===== src/rtl/multicycle_controller_if.sv =====
// Control/status bundle between the multi-cycle controller and its datapath.
// The controller side is the master; the datapath (or a bench) is the slave.
interface multicycle_controller_if #(
  parameter int INSTRET_W = 32
);
  logic [6:0]           op;
  logic [2:0]           funct3;
  logic                 funct7b5;
  logic                 Zero;
  logic                 mem_ready;
  logic                 PCWrite;
  logic                 AdrSrc;
  logic                 MemWrite;
  logic                 IRWrite;
  logic                 RegWrite;
  logic [1:0]           ResultSrc;
  logic [1:0]           ALUSrcA;
  logic [1:0]           ALUSrcB;
  logic [2:0]           ALUControl;
  logic [2:0]           ImmSrc;
  logic                 trap;
  logic [INSTRET_W-1:0] instret;

  modport master (
    input  op, funct3, funct7b5, Zero, mem_ready,
    output PCWrite, AdrSrc, MemWrite, IRWrite, RegWrite, ResultSrc,
           ALUSrcA, ALUSrcB, ALUControl, ImmSrc, trap, instret
  );

  modport slave (
    output op, funct3, funct7b5, Zero, mem_ready,
    input  PCWrite, AdrSrc, MemWrite, IRWrite, RegWrite, ResultSrc,
           ALUSrcA, ALUSrcB, ALUControl, ImmSrc, trap, instret
  );
endinterface


===== src/rtl/multicycle_controller.sv =====
// Main control FSM of the multi-cycle RV32I core: sequences fetch/decode/execute,
// drives datapath enables/selects, counts retired instructions, traps on illegal opcodes.
module multicycle_controller #(
  parameter int INSTRET_W       = 32,
  parameter int TRAP_ON_ILLEGAL = 1
) (
  input  logic                    clk,
  input  logic                    reset_n,
  multicycle_controller_if.master bus
);

  typedef enum logic [3:0] {
    S_FETCH    = 4'd0,
    S_DECODE   = 4'd1,
    S_MEMADR   = 4'd2,
    S_MEMREAD  = 4'd3,
    S_MEMWB    = 4'd4,
    S_MEMWRITE = 4'd5,
    S_EXECUTER = 4'd6,
    S_EXECUTEI = 4'd7,
    S_ALUWB    = 4'd8,
    S_BEQ      = 4'd9,
    S_JAL      = 4'd10,
    S_LUI      = 4'd11,
    S_TRAP     = 4'd12
  } state_t;

  localparam logic [6:0] OP_LW   = 7'b0000011;
  localparam logic [6:0] OP_SW   = 7'b0100011;
  localparam logic [6:0] OP_R    = 7'b0110011;
  localparam logic [6:0] OP_I    = 7'b0010011;
  localparam logic [6:0] OP_BEQ  = 7'b1100011;
  localparam logic [6:0] OP_JAL  = 7'b1101111;
  localparam logic [6:0] OP_LUI  = 7'b0110111;

  state_t               state_r;
  state_t               next_state_s;
  logic [INSTRET_W-1:0] instret_r;
  logic                 adr_src_s;
  logic                 mem_write_s;
  logic                 ir_write_s;
  logic                 reg_write_s;
  logic [1:0]           result_src_s;
  logic [1:0]           alu_src_a_s;
  logic [1:0]           alu_src_b_s;
  logic [1:0]           alu_op_s;
  logic                 branch_s;
  logic                 pc_update_s;
  logic                 trap_s;
  logic [2:0]           alu_control_s;
  logic [2:0]           imm_src_s;

  // State register
  always_ff @(posedge clk or negedge reset_n) begin
    if (!reset_n) begin
      state_r <= S_FETCH;
    end else begin
      state_r <= next_state_s;
    end
  end

  // Retired-instruction counter: one count per return to FETCH
  always_ff @(posedge clk or negedge reset_n) begin
    if (!reset_n) begin
      instret_r <= {INSTRET_W{1'b0}};
    end else if ((next_state_s == S_FETCH) && (state_r != S_FETCH)) begin
      instret_r <= instret_r + INSTRET_W'(1);
    end else begin
      instret_r <= instret_r;
    end
  end

  // Next-state and Moore output decode
  always_comb begin
    next_state_s = state_r;
    adr_src_s    = 1'b0;
    mem_write_s  = 1'b0;
    ir_write_s   = 1'b0;
    reg_write_s  = 1'b0;
    result_src_s = 2'b00;
    alu_src_a_s  = 2'b00;
    alu_src_b_s  = 2'b00;
    alu_op_s     = 2'b00;
    branch_s     = 1'b0;
    pc_update_s  = 1'b0;
    trap_s       = 1'b0;
    case (state_r)
      S_FETCH: begin
        alu_src_b_s  = 2'b10;
        result_src_s = 2'b10;
        // FETCH is also the reset state, so its strobes must stay quiet while reset is held
        ir_write_s   = bus.mem_ready & reset_n;
        pc_update_s  = bus.mem_ready & reset_n;
        if (bus.mem_ready) begin
          next_state_s = S_DECODE;
        end else begin
          next_state_s = S_FETCH;
        end
      end
      S_DECODE: begin
        alu_src_a_s = 2'b01;
        alu_src_b_s = 2'b01;
        case (bus.op)
          OP_LW, OP_SW: next_state_s = S_MEMADR;
          OP_R:         next_state_s = S_EXECUTER;
          OP_I:         next_state_s = S_EXECUTEI;
          OP_BEQ:       next_state_s = S_BEQ;
          OP_JAL:       next_state_s = S_JAL;
          OP_LUI:       next_state_s = S_LUI;
          default: begin
            if (TRAP_ON_ILLEGAL != 0) begin
              next_state_s = S_TRAP;
            end else begin
              next_state_s = S_FETCH;
            end
          end
        endcase
      end
      S_MEMADR: begin
        alu_src_a_s = 2'b10;
        alu_src_b_s = 2'b01;
        if (bus.op == OP_LW) begin
          next_state_s = S_MEMREAD;
        end else begin
          next_state_s = S_MEMWRITE;
        end
      end
      S_MEMREAD: begin
        adr_src_s = 1'b1;
        if (bus.mem_ready) begin
          next_state_s = S_MEMWB;
        end else begin
          next_state_s = S_MEMREAD;
        end
      end
      S_MEMWB: begin
        result_src_s = 2'b01;
        reg_write_s  = 1'b1;
        next_state_s = S_FETCH;
      end
      S_MEMWRITE: begin
        adr_src_s   = 1'b1;
        mem_write_s = 1'b1;
        if (bus.mem_ready) begin
          next_state_s = S_FETCH;
        end else begin
          next_state_s = S_MEMWRITE;
        end
      end
      S_EXECUTER: begin
        alu_src_a_s  = 2'b10;
        alu_op_s     = 2'b10;
        next_state_s = S_ALUWB;
      end
      S_EXECUTEI: begin
        alu_src_a_s  = 2'b10;
        alu_src_b_s  = 2'b01;
        alu_op_s     = 2'b10;
        next_state_s = S_ALUWB;
      end
      S_ALUWB: begin
        reg_write_s  = 1'b1;
        next_state_s = S_FETCH;
      end
      S_BEQ: begin
        alu_src_a_s  = 2'b10;
        alu_op_s     = 2'b01;
        branch_s     = 1'b1;
        next_state_s = S_FETCH;
      end
      S_JAL: begin
        alu_src_a_s  = 2'b01;
        alu_src_b_s  = 2'b10;
        pc_update_s  = 1'b1;
        next_state_s = S_ALUWB;
      end
      S_LUI: begin
        result_src_s = 2'b11;
        reg_write_s  = 1'b1;
        next_state_s = S_FETCH;
      end
      S_TRAP: begin
        trap_s       = 1'b1;
        next_state_s = S_TRAP;
      end
      default: begin
        next_state_s = S_FETCH;
      end
    endcase
  end

  // ALU control from ALUOp, funct3 and the R-type subtract bit
  always_comb begin
    alu_control_s = 3'b000;
    case (alu_op_s)
      2'b00: alu_control_s = 3'b000;
      2'b01: alu_control_s = 3'b001;
      2'b10: begin
        case (bus.funct3)
          3'b000: begin
            if (bus.op[5] && bus.funct7b5) begin
              alu_control_s = 3'b001;
            end else begin
              alu_control_s = 3'b000;
            end
          end
          3'b010:  alu_control_s = 3'b101;
          3'b110:  alu_control_s = 3'b011;
          3'b111:  alu_control_s = 3'b010;
          default: alu_control_s = 3'b000;
        endcase
      end
      default: alu_control_s = 3'b000;
    endcase
  end

  // Immediate format select, purely from the opcode
  always_comb begin
    imm_src_s = 3'b000;
    case (bus.op)
      OP_LW, OP_I: imm_src_s = 3'b000;
      OP_SW:       imm_src_s = 3'b001;
      OP_BEQ:      imm_src_s = 3'b010;
      OP_JAL:      imm_src_s = 3'b011;
      OP_LUI:      imm_src_s = 3'b100;
      default:     imm_src_s = 3'b000;
    endcase
  end

  assign bus.PCWrite    = (branch_s & bus.Zero) | pc_update_s;
  assign bus.AdrSrc     = adr_src_s;
  assign bus.MemWrite   = mem_write_s;
  assign bus.IRWrite    = ir_write_s;
  assign bus.RegWrite   = reg_write_s;
  assign bus.ResultSrc  = result_src_s;
  assign bus.ALUSrcA    = alu_src_a_s;
  assign bus.ALUSrcB    = alu_src_b_s;
  assign bus.ALUControl = alu_control_s;
  assign bus.ImmSrc     = imm_src_s;
  assign bus.trap       = trap_s;
  assign bus.instret    = instret_r;

endmodule


===== src/flat_wrapper.sv =====
// flat-port wrapper written by rule: the top's interface ports become plain ports
module multicycle_controller_flat 
#(
  parameter int INSTRET_W       = 32,
  parameter int TRAP_ON_ILLEGAL = 1
)
  (clk, reset_n, bus_op, bus_funct3, bus_funct7b5, bus_Zero, bus_mem_ready, bus_PCWrite, bus_AdrSrc, bus_MemWrite, bus_IRWrite, bus_RegWrite, bus_ResultSrc, bus_ALUSrcA, bus_ALUSrcB, bus_ALUControl, bus_ImmSrc, bus_trap, bus_instret);
  multicycle_controller_if #(.INSTRET_W(INSTRET_W)) bus_i ();
  input  logic clk;
  input  logic reset_n;
  input wire logic [$bits(bus_i.op)-1:0] bus_op;
  input wire logic [$bits(bus_i.funct3)-1:0] bus_funct3;
  input wire logic [$bits(bus_i.funct7b5)-1:0] bus_funct7b5;
  input wire logic [$bits(bus_i.Zero)-1:0] bus_Zero;
  input wire logic [$bits(bus_i.mem_ready)-1:0] bus_mem_ready;
  output wire logic [$bits(bus_i.PCWrite)-1:0] bus_PCWrite;
  output wire logic [$bits(bus_i.AdrSrc)-1:0] bus_AdrSrc;
  output wire logic [$bits(bus_i.MemWrite)-1:0] bus_MemWrite;
  output wire logic [$bits(bus_i.IRWrite)-1:0] bus_IRWrite;
  output wire logic [$bits(bus_i.RegWrite)-1:0] bus_RegWrite;
  output wire logic [$bits(bus_i.ResultSrc)-1:0] bus_ResultSrc;
  output wire logic [$bits(bus_i.ALUSrcA)-1:0] bus_ALUSrcA;
  output wire logic [$bits(bus_i.ALUSrcB)-1:0] bus_ALUSrcB;
  output wire logic [$bits(bus_i.ALUControl)-1:0] bus_ALUControl;
  output wire logic [$bits(bus_i.ImmSrc)-1:0] bus_ImmSrc;
  output wire logic [$bits(bus_i.trap)-1:0] bus_trap;
  output wire logic [$bits(bus_i.instret)-1:0] bus_instret;
  assign bus_i.op = bus_op;
  assign bus_i.funct3 = bus_funct3;
  assign bus_i.funct7b5 = bus_funct7b5;
  assign bus_i.Zero = bus_Zero;
  assign bus_i.mem_ready = bus_mem_ready;
  assign bus_PCWrite = bus_i.PCWrite;
  assign bus_AdrSrc = bus_i.AdrSrc;
  assign bus_MemWrite = bus_i.MemWrite;
  assign bus_IRWrite = bus_i.IRWrite;
  assign bus_RegWrite = bus_i.RegWrite;
  assign bus_ResultSrc = bus_i.ResultSrc;
  assign bus_ALUSrcA = bus_i.ALUSrcA;
  assign bus_ALUSrcB = bus_i.ALUSrcB;
  assign bus_ALUControl = bus_i.ALUControl;
  assign bus_ImmSrc = bus_i.ImmSrc;
  assign bus_trap = bus_i.trap;
  assign bus_instret = bus_i.instret;
  multicycle_controller #(.INSTRET_W(INSTRET_W), .TRAP_ON_ILLEGAL(TRAP_ON_ILLEGAL)) u_core (.clk(clk), .reset_n(reset_n), .bus(bus_i));
endmodule

===== config.mk =====
export PLATFORM = sky130hd
export DESIGN_NAME = multicycle_controller_flat
export DESIGN_NICKNAME = d
export VERILOG_FILES = /design/src/rtl/multicycle_controller_if.sv /design/src/rtl/multicycle_controller.sv /design/src/flat_wrapper.sv
export SDC_FILE = /design/constraint.sdc
export NUM_CORES = 1
export LEC_CHECK = 0
export CORE_MARGIN = 8
export CORE_UTILIZATION = 40
export DETAILED_ROUTE_END_ITERATION = 8
export PLACE_DENSITY = 0.75
export SETUP_SLACK_MARGIN = 0.02
export SLEW_MARGIN = 20
export SYNTH_ARGS = -nofsm -noshare
export SYNTH_HDL_FRONTEND = slang
export SYNTH_SLANG_ARGS = --single-unit

===== constraint.sdc =====
create_clock -name clk -period 2.9 [get_ports clk]
set_clock_uncertainty 0.1 [all_clocks]
set_input_delay 0.58 -clock clk [delete_from_list [all_inputs] [get_ports clk]]
set_output_delay 0.58 -clock clk [all_outputs]
set_load 0.02 [all_outputs]

* Word-level counts from Yosys, hierarchy flattened
Index checks and enable logic that the tools add are counted.
Word-level totals: register bits after elaboration 36, latch bits 0, memory bits (writable) 0, bits in read-only memories 0, bits of input ports 15, word-level logic and storage cells 66, memories kept 0
Operators by class: $add $sub $neg 1, $mul 0, div/mod/pow operators 0, $lt $le $gt $ge 0, equality and inequality tests 24, shift-type cells 0, mux-type cells 21, bitwise logic cells 3, reductions and logical operators 15
Operators by type and width (count):
- adder 32 x 1 -> 32 bit (second input constant) | 1
- case mux 4 bit (7 select lines) | 1
- case mux 3 bit (4 select lines) | 2
- case mux 4 bit (6 select lines) | 1
- equality test 7 x 6 -> 1 bit (second input constant) | 3
- equality test 4 bit (second input constant) | 5
- equality test 4 x 3 -> 1 bit (second input constant) | 4
- equality test 7 bit (second input constant) | 2
- case mux 2 bit (2 select lines) | 3
- OR reduction 2 bit | 5
- two-way mux 3 bit | 3
- OR reduction 3 bit | 3
- equality test 4 x 2 -> 1 bit (second input constant) | 2
- logical NOT 4 bit | 2
- two-way mux 1 bit | 8
- equality test 7 x 2 -> 1 bit (second input constant) | 1
- equality test 7 x 5 -> 1 bit (second input constant) | 1
- equality test 3 bit (second input constant) | 2
- case mux 2 bit (3 select lines) | 1
- case mux 3 bit (2 select lines) | 1
- equality test 4 x 1 -> 1 bit (second input constant) | 1
- nonzero test 4 bit | 1
- OR reduction 4 bit | 1
- equality test 3 x 2 -> 1 bit (second input constant) | 1
- other kinds (7) | 9

* Depth between registers and ports, before layout
Gate-level depths: netlist of the first run.
depth after elaboration 6, gate-level depth with buffers 9

* Worst setup path after synthesis of the first run
OpenSTA, ideal clock, no wires.
path kind input-to-reg, start in bus_op[2], end reg u_core.instret_r[21] (netlist: u_core.bus.instret[21]), data arrival time 2.542 ns, setup slack 0.179 ns, stages 9, buffers on the path 2, path through buf_2 -> or2_1 -> a2111oi_1 -> a211o_1 -> nand4_2 -> or3_4 -> buf_6 -> nor4_2 -> xor2_1
Between the ends: word-level cells in the longest chain between the ends 6, elaborated cells between the ends (all ways) 13
RTL lines:
- start, declared | RTL line flat_wrapper.sv:11 | input wire logic [$bits(bus_i.op)-1:0] bus_op;
- equality test 7 x 6 -> 1 bit / equality test 7 x 2 -> 1 bit (equally long branches) | RTL line multicycle_controller.sv:103, multicycle_controller.sv:122
- OR reduction 2 bit
- case mux 4 bit (6 select lines) | RTL line multicycle_controller.sv:103 | case (bus.op)
- case mux 4 bit (7 select lines) * | RTL line multicycle_controller.sv:87 | case (state_r)
- named net u_core.next_state_s[2] | RTL line multicycle_controller.sv:37 | state_t next_state_s;
- logical NOT 4 bit * | RTL line multicycle_controller.sv:66 | end else if ((next_state_s == S_FETCH) && (state_r != S_FETCH)) begin
- logical AND 1 bit * | RTL line multicycle_controller.sv:66
- end signal, assigned | RTL line multicycle_controller.sv:65 | instret_r <= {INSTRET_W{1'b0}};
- end signal, assigned | RTL line multicycle_controller.sv:67 | instret_r <= instret_r + INSTRET_W'(1);
- end signal, assigned | RTL line multicycle_controller.sv:69 | instret_r <= instret_r;
- end, declared | RTL line multicycle_controller.sv:38 | logic [INSTRET_W-1:0] instret_r;
The timed path passes the listed nets; every way through them passes the cells marked *. A chain may end at the register's enable or synchronous reset.

* Worst setup path in the final report of the first run
start in bus_op[4], end out bus_ImmSrc[2]
Between the ends: word-level cells in the longest chain between the ends 2, elaborated cells between the ends (all ways) 5
RTL lines:
- equality test 7 x 6 -> 1 bit / equality test 7 bit (equally long branches) | RTL line multicycle_controller.sv:220 | case (bus.op)
- case mux 3 bit (4 select lines) * | RTL line multicycle_controller.sv:220
- end, declared | RTL line flat_wrapper.sv:25 | output wire logic [$bits(bus_i.ImmSrc)-1:0] bus_ImmSrc;
Every way passes the cells marked *; elsewhere a longest branch is shown, timed or not.

==> impl_metrics.json, run 1 <==
{
  "status": "complete, no violations",
  "drt-initial-drc-count": 97,
  "p_switching_uw": 781.6,
  "synth_area_mm2": 0.002228,
  "gp_congestion": 0.8129,
  "area_delta_synth_final_pct": 43.80,
  "syn_avg_cell_area_um2": 9.058,
  "cts_buffers": 5,
  "cts_root_buf": "clkbuf_8",
  "ys_async_sr_fraction": 1.000,
  "die-height_um": 90.64,
  "wl_per_cell_um": 15.10,
  "switching_share": 0.4063,
  "diodes": 0,
  "p_clk_frac": 0.187,
  "drive_gt1_frac": 0.1402,
  "hpwl_um": 4504,
  "multi_input_area_mm2": 0.001287,
  "finalSetupViolations": 0,
  "final_max_slew_viol_count": 0,
  "dp.cells": 392,
  "hp-class": "flop to flop",
  "power_frac_seq": 0.327,
  "totalWireLength_um": 6041,
  "hold_violations": 0,
  "cp-end-kind": "primary output",
  "start_util": 0.4097,
  "required_ns": 2.22,
  "period_needed_ns": 2.771,
  "slowest_delay_ns": 0.55,
  "crit_type": "input port to primary output",
  "grt_use_total": 0.1506,
  "port_buffers": 64,
  "antenna_found_initial": 0,
  "yosysSeqAreaShare": 0.4043,
  "synth_edf_count": 0,
  "fp-row-count": 27,
  "firstDrtPassIters": 4,
  "timing.slew.headroom": 0.6986,
  "worst_slew_pin_slew_ns": 0.4522,
  "io_pins": 65,
  "nFillCells": 487,
  "ys.flop_type": "dfrtp_1",
  "dieArea_mm2": 0.008216,
  "post-cts-setup-buffer-count": 0,
  "irDropWorstVdd_v": 0.0005423,
  "layout_worst_path_cycle_share": 0.9554,
  "drc": 0,
  "holdPathStages": 1,
  "start_kind": "input port",
  "netlist_instances": 246,
  "rsz0062_at_grt": "false",
  "cap_violations": 0,
  "grt_max_degree": 37,
  "ant_nets": 0,
  "crit_fanout": 5,
  "timing.fmax_ghz": 0.3609,
  "htree_levels": 2,
  "setup_tns_ns": 0,
  "clockBufferDepth": 2,
  "tritoncts": "yes",
  "first_global_vias": 2140,
  "p_int_uw": 1142,
  "cp.arrival_ns": 2.09,
  "synth_cell_types": 46,
  "crit_family": "buffers and inverters",
  "insertion_delay_ns": 0.30,
  "final-seq-area_um2": 900.9,
  "synth_nets": 264,
  "yosys_register_bits": 36,
  "overflow": 0,
  "combinationalPowerShare": 0.486,
  "via_count": 2124,
  "power.leakage_uw": 0.001446,
  "yosysWarnings": 0,
  "die_width_um": 90.64,
  "grt_first_pass_wirelength_um": 10290,
  "path_depth": 5,
  "clk_pin_slew_worst_paths_ns": 0.08,
  "instances_no_fill": 400,
  "critPathSlowestCell": "clkdlybuf4s50_1",
  "r2r_slack_ns": 0.34,
  "fp.coreArea_mm2": 0.005439,
  "cts_sinks": 36,
  "final_nets": 345,
  "cp.buffers_inverters": 3,
  "postCtsHoldBufs": 0,
  "crit_chain": "clkdlybuf4s50_1 > buf_4 > or3b_1 > nor2_1 > dlygate4sd2_1",
  "power_density_mw_per_mm2": 600.3,
  "ff2ff_path_depth": 9,
  "vias_per_cell": 5.310
}
cells by family after synthesis:
group	after synthesis	synth area share
AOI/OAI and AO/OA	25	0.07974
xor gates and xnor gates	34	0.1336
adders and majority gates	3	0.01685
buffers and inverters	21	0.04155
DFF	36	0.4043
muxes	1	0.005053
and+or+nand+nor	126	0.3189
power groups by stage:
stage | registers, µW | logic (µW) | clock network (µW)
3_3_place_gp | 634 | 917 | 0
2_1_floorplan | 657 | 529 | 0
5_1_grt | 641 | 1010 | 387
4_1_cts | 626 | 929 | 367
3_5_place_dp | 633 | 931 | 0
6_report | 629 | 935 | 360
final cells by class:
cell class | instances | share of cell area
inverter | 10 | 0.01171
tap | 72 | 0.02811
multi-input combinational | 189 | 0.4018
clock inverter | 3 | 0.005857
sequential | 36 | 0.2811
clock buffer | 5 | 0.02148
timing repair buffer | 85 | 0.2499
repair_timing:
action,in CTS,in global routing
setup endpoints to repair,9,17
pin swaps,0,1
gates resized for setup,8,12
routing by layer:
| metal | up-vias | track usage | part of all wire |
|---|---|---|---|
| met5 | - | 0 | 0 |
| met4 | 0 | 0.04854 | 0.013 |
| met3 | 8 | 0.05486 | 0.075 |
| met2 | 58 | 0.2326 | 0.44 |
| met1 | 1026 | 0.1892 | 0.47 |
| li1 | 1032 | - | - |
sequential cells by signal (all words and copies together) (netlist names):
name / flops
u_core.bus.instret: 32
u_core.state_r: 4
cell usage in the layout, fill, tap and decap left out, types with 2 or more instances in the layout:
master	instances
nor3_2	2
nor3b_1	2
nor3_1	10
xnor2_1	20
dlymetal6s2s_1	4
and4_1	2
xor2_1	14
inv_1	10
dfrtp_1	36
nand3b_1	5
or3b_1	2
or2_1	3
and3_1	5
nor4_2	5
clkdlybuf4s50_1	54
nor4_1	2
nand4_1	11
dlygate4sd2_1	6
nand2_1	16
nand2b_1	7
nor2b_1	3
and2_1	2
o22ai_1	3
or3_4	2
o21ai_0	5
buf_4	21
nand3_1	23
clkinv_2	2
a21oi_1	5
clkbuf_8	5
ha_1	3
a2111oi_2	2
nor2_1	19
synth_stat cells, types with 3 or more instances:
| master | instances | area, µm² |
|---|---|---|
| o22ai_1 | 3 | 18.77 |
| nand4_1 | 11 | 68.82 |
| or2_1 | 3 | 18.77 |
| nand3b_1 | 5 | 37.54 |
| xnor2_1 | 20 | 175.2 |
| o21ai_0 | 5 | 25.02 |
| nor3_1 | 11 | 55.05 |
| nor2b_1 | 3 | 18.77 |
| nand2_1 | 16 | 60.06 |
| ha_1 | 3 | 37.54 |
| inv_1 | 10 | 37.54 |
| and3_1 | 5 | 31.28 |
| dfrtp_1 | 36 | 900.9 |
| buf_2 | 5 | 25.02 |
| clkbuf_1 | 5 | 18.77 |
| xor2_1 | 14 | 122.6 |
| nand3_1 | 23 | 115.1 |
| nor4_1 | 5 | 31.28 |
| nor2_1 | 19 | 71.32 |
| a21oi_1 | 5 | 25.02 |
| nand2b_1 | 7 | 43.79 |
path summary, 6_finish.rpt:
kind	from	end
setup / recovery	bus_op[4]	bus_ImmSrc[2]
hold / removal	u_core.bus.instret[31]	u_core.bus.instret[31]
setup reg to reg	u_core.state_r[2]	u_core.bus.instret[20]
hold reg to reg	u_core.bus.instret[31]	u_core.bus.instret[31]
max in group asynchronous	reset_n	u_core.bus.instret[15]
min in group asynchronous	reset_n	u_core.bus.instret[3]
per-stage QoR:
| stage | utilization | hold slack, ns | cell area [µm²] | worst slack (ns) | total power [µW] |
|---|---|---|---|---|---|
| floorplan | - | 0.1844 | 2228 | 0.1788 | 1186 |
| global placement | 0.5629 | 0.3798 | 3062 | -0.3025 | 1551 |
| detailed placement | 0.5629 | 0.3785 | 3062 | -0.4195 | 1564 |
| CTS | 0.5797 | 0.3928 | 3153 | 0.02317 | 1922 |
| global route | 0.5891 | 0.3995 | 3204 | 0.02439 | 2037 |
| finish | 0.5891 | 0.3827 | 3204 | 0.1292 | 1923 |
worst reg2reg max path, delay by kind of cell (launching register included):
kind	cells	cell delay, ns
buffers and inverters	2	0.40
flip-flops	1	0.45
AO/OA/AOI/OAI	3	0.63
AND/OR/NAND/NOR	3	0.76
XOR/XNOR	1	0.15
No activity file was read; power rests on OpenSTA's default activity.
==> run 2, diff against run 1 <==
--- a/config.mk
+++ b/config.mk
@@ -5,10 +5,12 @@
 export SDC_FILE = /design/constraint.sdc
 export NUM_CORES = 1
 export LEC_CHECK = 0
+export CELL_PAD_IN_SITES_DETAIL_PLACEMENT = 0
+export CELL_PAD_IN_SITES_GLOBAL_PLACEMENT = 2
 export CORE_MARGIN = 8
-export CORE_UTILIZATION = 40
+export CORE_UTILIZATION = 28
 export DETAILED_ROUTE_END_ITERATION = 8
-export PLACE_DENSITY = 0.75
+export PLACE_DENSITY = 0.86
 export SETUP_SLACK_MARGIN = 0.02
 export SLEW_MARGIN = 20
 export SYNTH_ARGS = -nofsm -noshare
==> run 2 against run 1 <==
First-iteration DRC count shrank 28%; final cell count grew 8.0%; sequential share of layout area down 1.1 points; global-route usage is 3.6 points lower; non-clock buffer count increased by 1; sequential cell count did not move; highest routed layer is now met5.
==> impl_metrics.json, run 2 (synthesized netlist as in run 1, its figures left out) <==
{
  "power_density_mw_per_mm2": 636.7,
  "diodes": 0,
  "power.leakage_uw": 0.001487,
  "drt-initial-drc-count": 70,
  "layout_worst_path_cycle_share": 0.9629,
  "hpwl_um": 4778,
  "htree_levels": 2,
  "hp-class": "flop to flop",
  "crit_fanout": 10,
  "critPathSlowestCell": "clkdlybuf4s50_1",
  "ant_nets": 0,
  "period_needed_ns": 2.793,
  "cp.buffers_inverters": 2,
  "totalWireLength_um": 6571,
  "insertion_delay_ns": 0.29,
  "area_delta_synth_final_pct": 49.97,
  "hold_violations": 0,
  "crit_chain": "buf_4 > nor2b_1 > and2_1 > or3_1 > clkdlybuf4s50_1",
  "tritoncts": "yes",
  "via_count": 2086,
  "rsz0062_at_grt": "true",
  "largest_reg_flops": 32,
  "die_width_um": 105.2,
  "p_switching_uw": 809.2,
  "die-height_um": 105.2,
  "layout_commonest_cell": "clkdlybuf4s50_1",
  "start_util": 0.2884,
  "r2r_slack_ns": 0.29,
  "io_pins": 65,
  "final_nets": 347,
  "status": "complete, no violations",
  "instances_no_fill": 432,
  "cts_buffers": 5,
  "grt_use_total": 0.1142,
  "dp.cells": 423,
  "layout_common_cells": "clkdlybuf4s50_1 (54), dfrtp_1 (34), nand3_1 (23)",
  "clk_pin_slew_worst_paths_ns": 0.07,
  "switching_share": 0.3803,
  "required_ns": 2.22,
  "power_frac_seq": 0.304,
  "antenna_found_initial": 1,
  "cp-end-kind": "primary output",
  "timing.slew.headroom": 0.6232,
  "p_clk_frac": 0.228,
  "total_power_uw": 2128,
  "clockBufferDepth": 2,
  "start_kind": "flop",
  "fp-row-count": 32,
  "cts_sinks": 36,
  "fp.coreArea_mm2": 0.007727,
  "worst_slew_pin_slew_ns": 0.5509,
  "first_global_vias": 2205,
  "slowest_delay_ns": 0.55,
  "irDropWorstVdd_v": 0.0004103,
  "cp.arrival_ns": 2.11,
  "cts_root_buf": "clkbuf_8",
  "drc": 0,
  "vias_per_cell": 4.829,
  "holdWs_ns": 0.3944,
  "combinationalPowerShare": 0.468,
  "cap_violations": 0,
  "grt_max_degree": 37,
  "p_int_uw": 1318,
  "overflow": 0,
  "wl_per_cell_um": 15.21,
  "final_max_slew_viol_count": 0,
  "final_util": 0.4325,
  "port_buffers": 64,
  "drive_gt1_frac": 0.1606,
  "crit_type": "flop to primary output",
  "crit_family": "buffers and inverters",
  "firstDrtPassIters": 4,
  "finalSetupViolations": 0,
  "pre_cts_ws_ns": -0.3389,
  "grt_first_pass_wirelength_um": 10640,
  "setup_ws_ns": 0.1075,
  "dieArea_mm2": 0.01107,
  "gp_congestion": 0.7825,
  "timing.fmax_ghz": 0.3581
}
==> run 2: worst paths after layout <==
check / startpoint / endpoint / cells after the start
max: u_core.state_r[0] / bus_ALUSrcA[1] / 5
min: u_core.bus.instret[31] / u_core.bus.instret[31] / 1
max reg2reg: u_core.state_r[3] / u_core.bus.instret[4] / 8
min reg2reg: u_core.bus.instret[31] / u_core.bus.instret[31] / 1
max in group asynchronous: reset_n / u_core.state_r[1] / 2
min in group asynchronous: reset_n / u_core.bus.instret[20] / 2
==> run 2: timing repair <==
| item | 4_1_cts | 5_1_grt |
|---|---|---|
| gates resized for setup | 14 | 14 |
| cloned | 0 | 1 |
| pin swaps | 1 | 5 |
| endpoints found under the setup margin | 13 | 32 |
| hold buffers | 0 | 0 |
| setup buffers | 0 | 0 |
==> run 2: power groups by stage <==
stage	Combinational [µW]	Clock [µW]	Sequential [µW]
global route	1090	512	658
finish	997	485	646
global placement	952	0	650
detailed placement	954	0	651
CTS	969	495	645
floorplan	529	0	657
==> run 2: area by class of cell <==
| cell class | count | area, µm² |
|---|---|---|
| inverter | 10 | 37.54 |
| clock buffer | 7 | 96.34 |
| fill | 775 | 4385 |
| timing repair buffer | 86 | 817.0 |
| multi-input combinational | 190 | 1330 |
| tap | 102 | 127.6 |
| clock inverter | 1 | 30.03 |
| sequential | 36 | 903.4 |
==> run 2: through the flow <==
stage | area, µm² | setup TNS, ns
6_report | 3342 | 0
5_1_grt | 3342 | 0
4_1_cts | 3271 | 0
3_5_place_dp | 3119 | -7.331
3_3_place_gp | 3119 | -5.238
2_1_floorplan | 2228 | 0
==> run 2: routing by layer <==
metal  track usage  vias to the layer above  wire length [µm]
li1              -                     1037                 -
met1        0.1483                      990              3209
met2        0.1781                       50              2889
met3       0.04019                        7               412
met4       0.02446                        2                50
met5             0                        -                10
==> run 2: worst register-to-register path: stages (launching register included) <==
cell and delay (ns):
dfrtp_2 0.50, or4b_1 0.57, a2111oi_0 0.47, a311oi_2 0.10
o2111ai_2 0.17, or3_4 0.25, buf_4 0.14, nor2_1 0.05
xor2_1 0.13
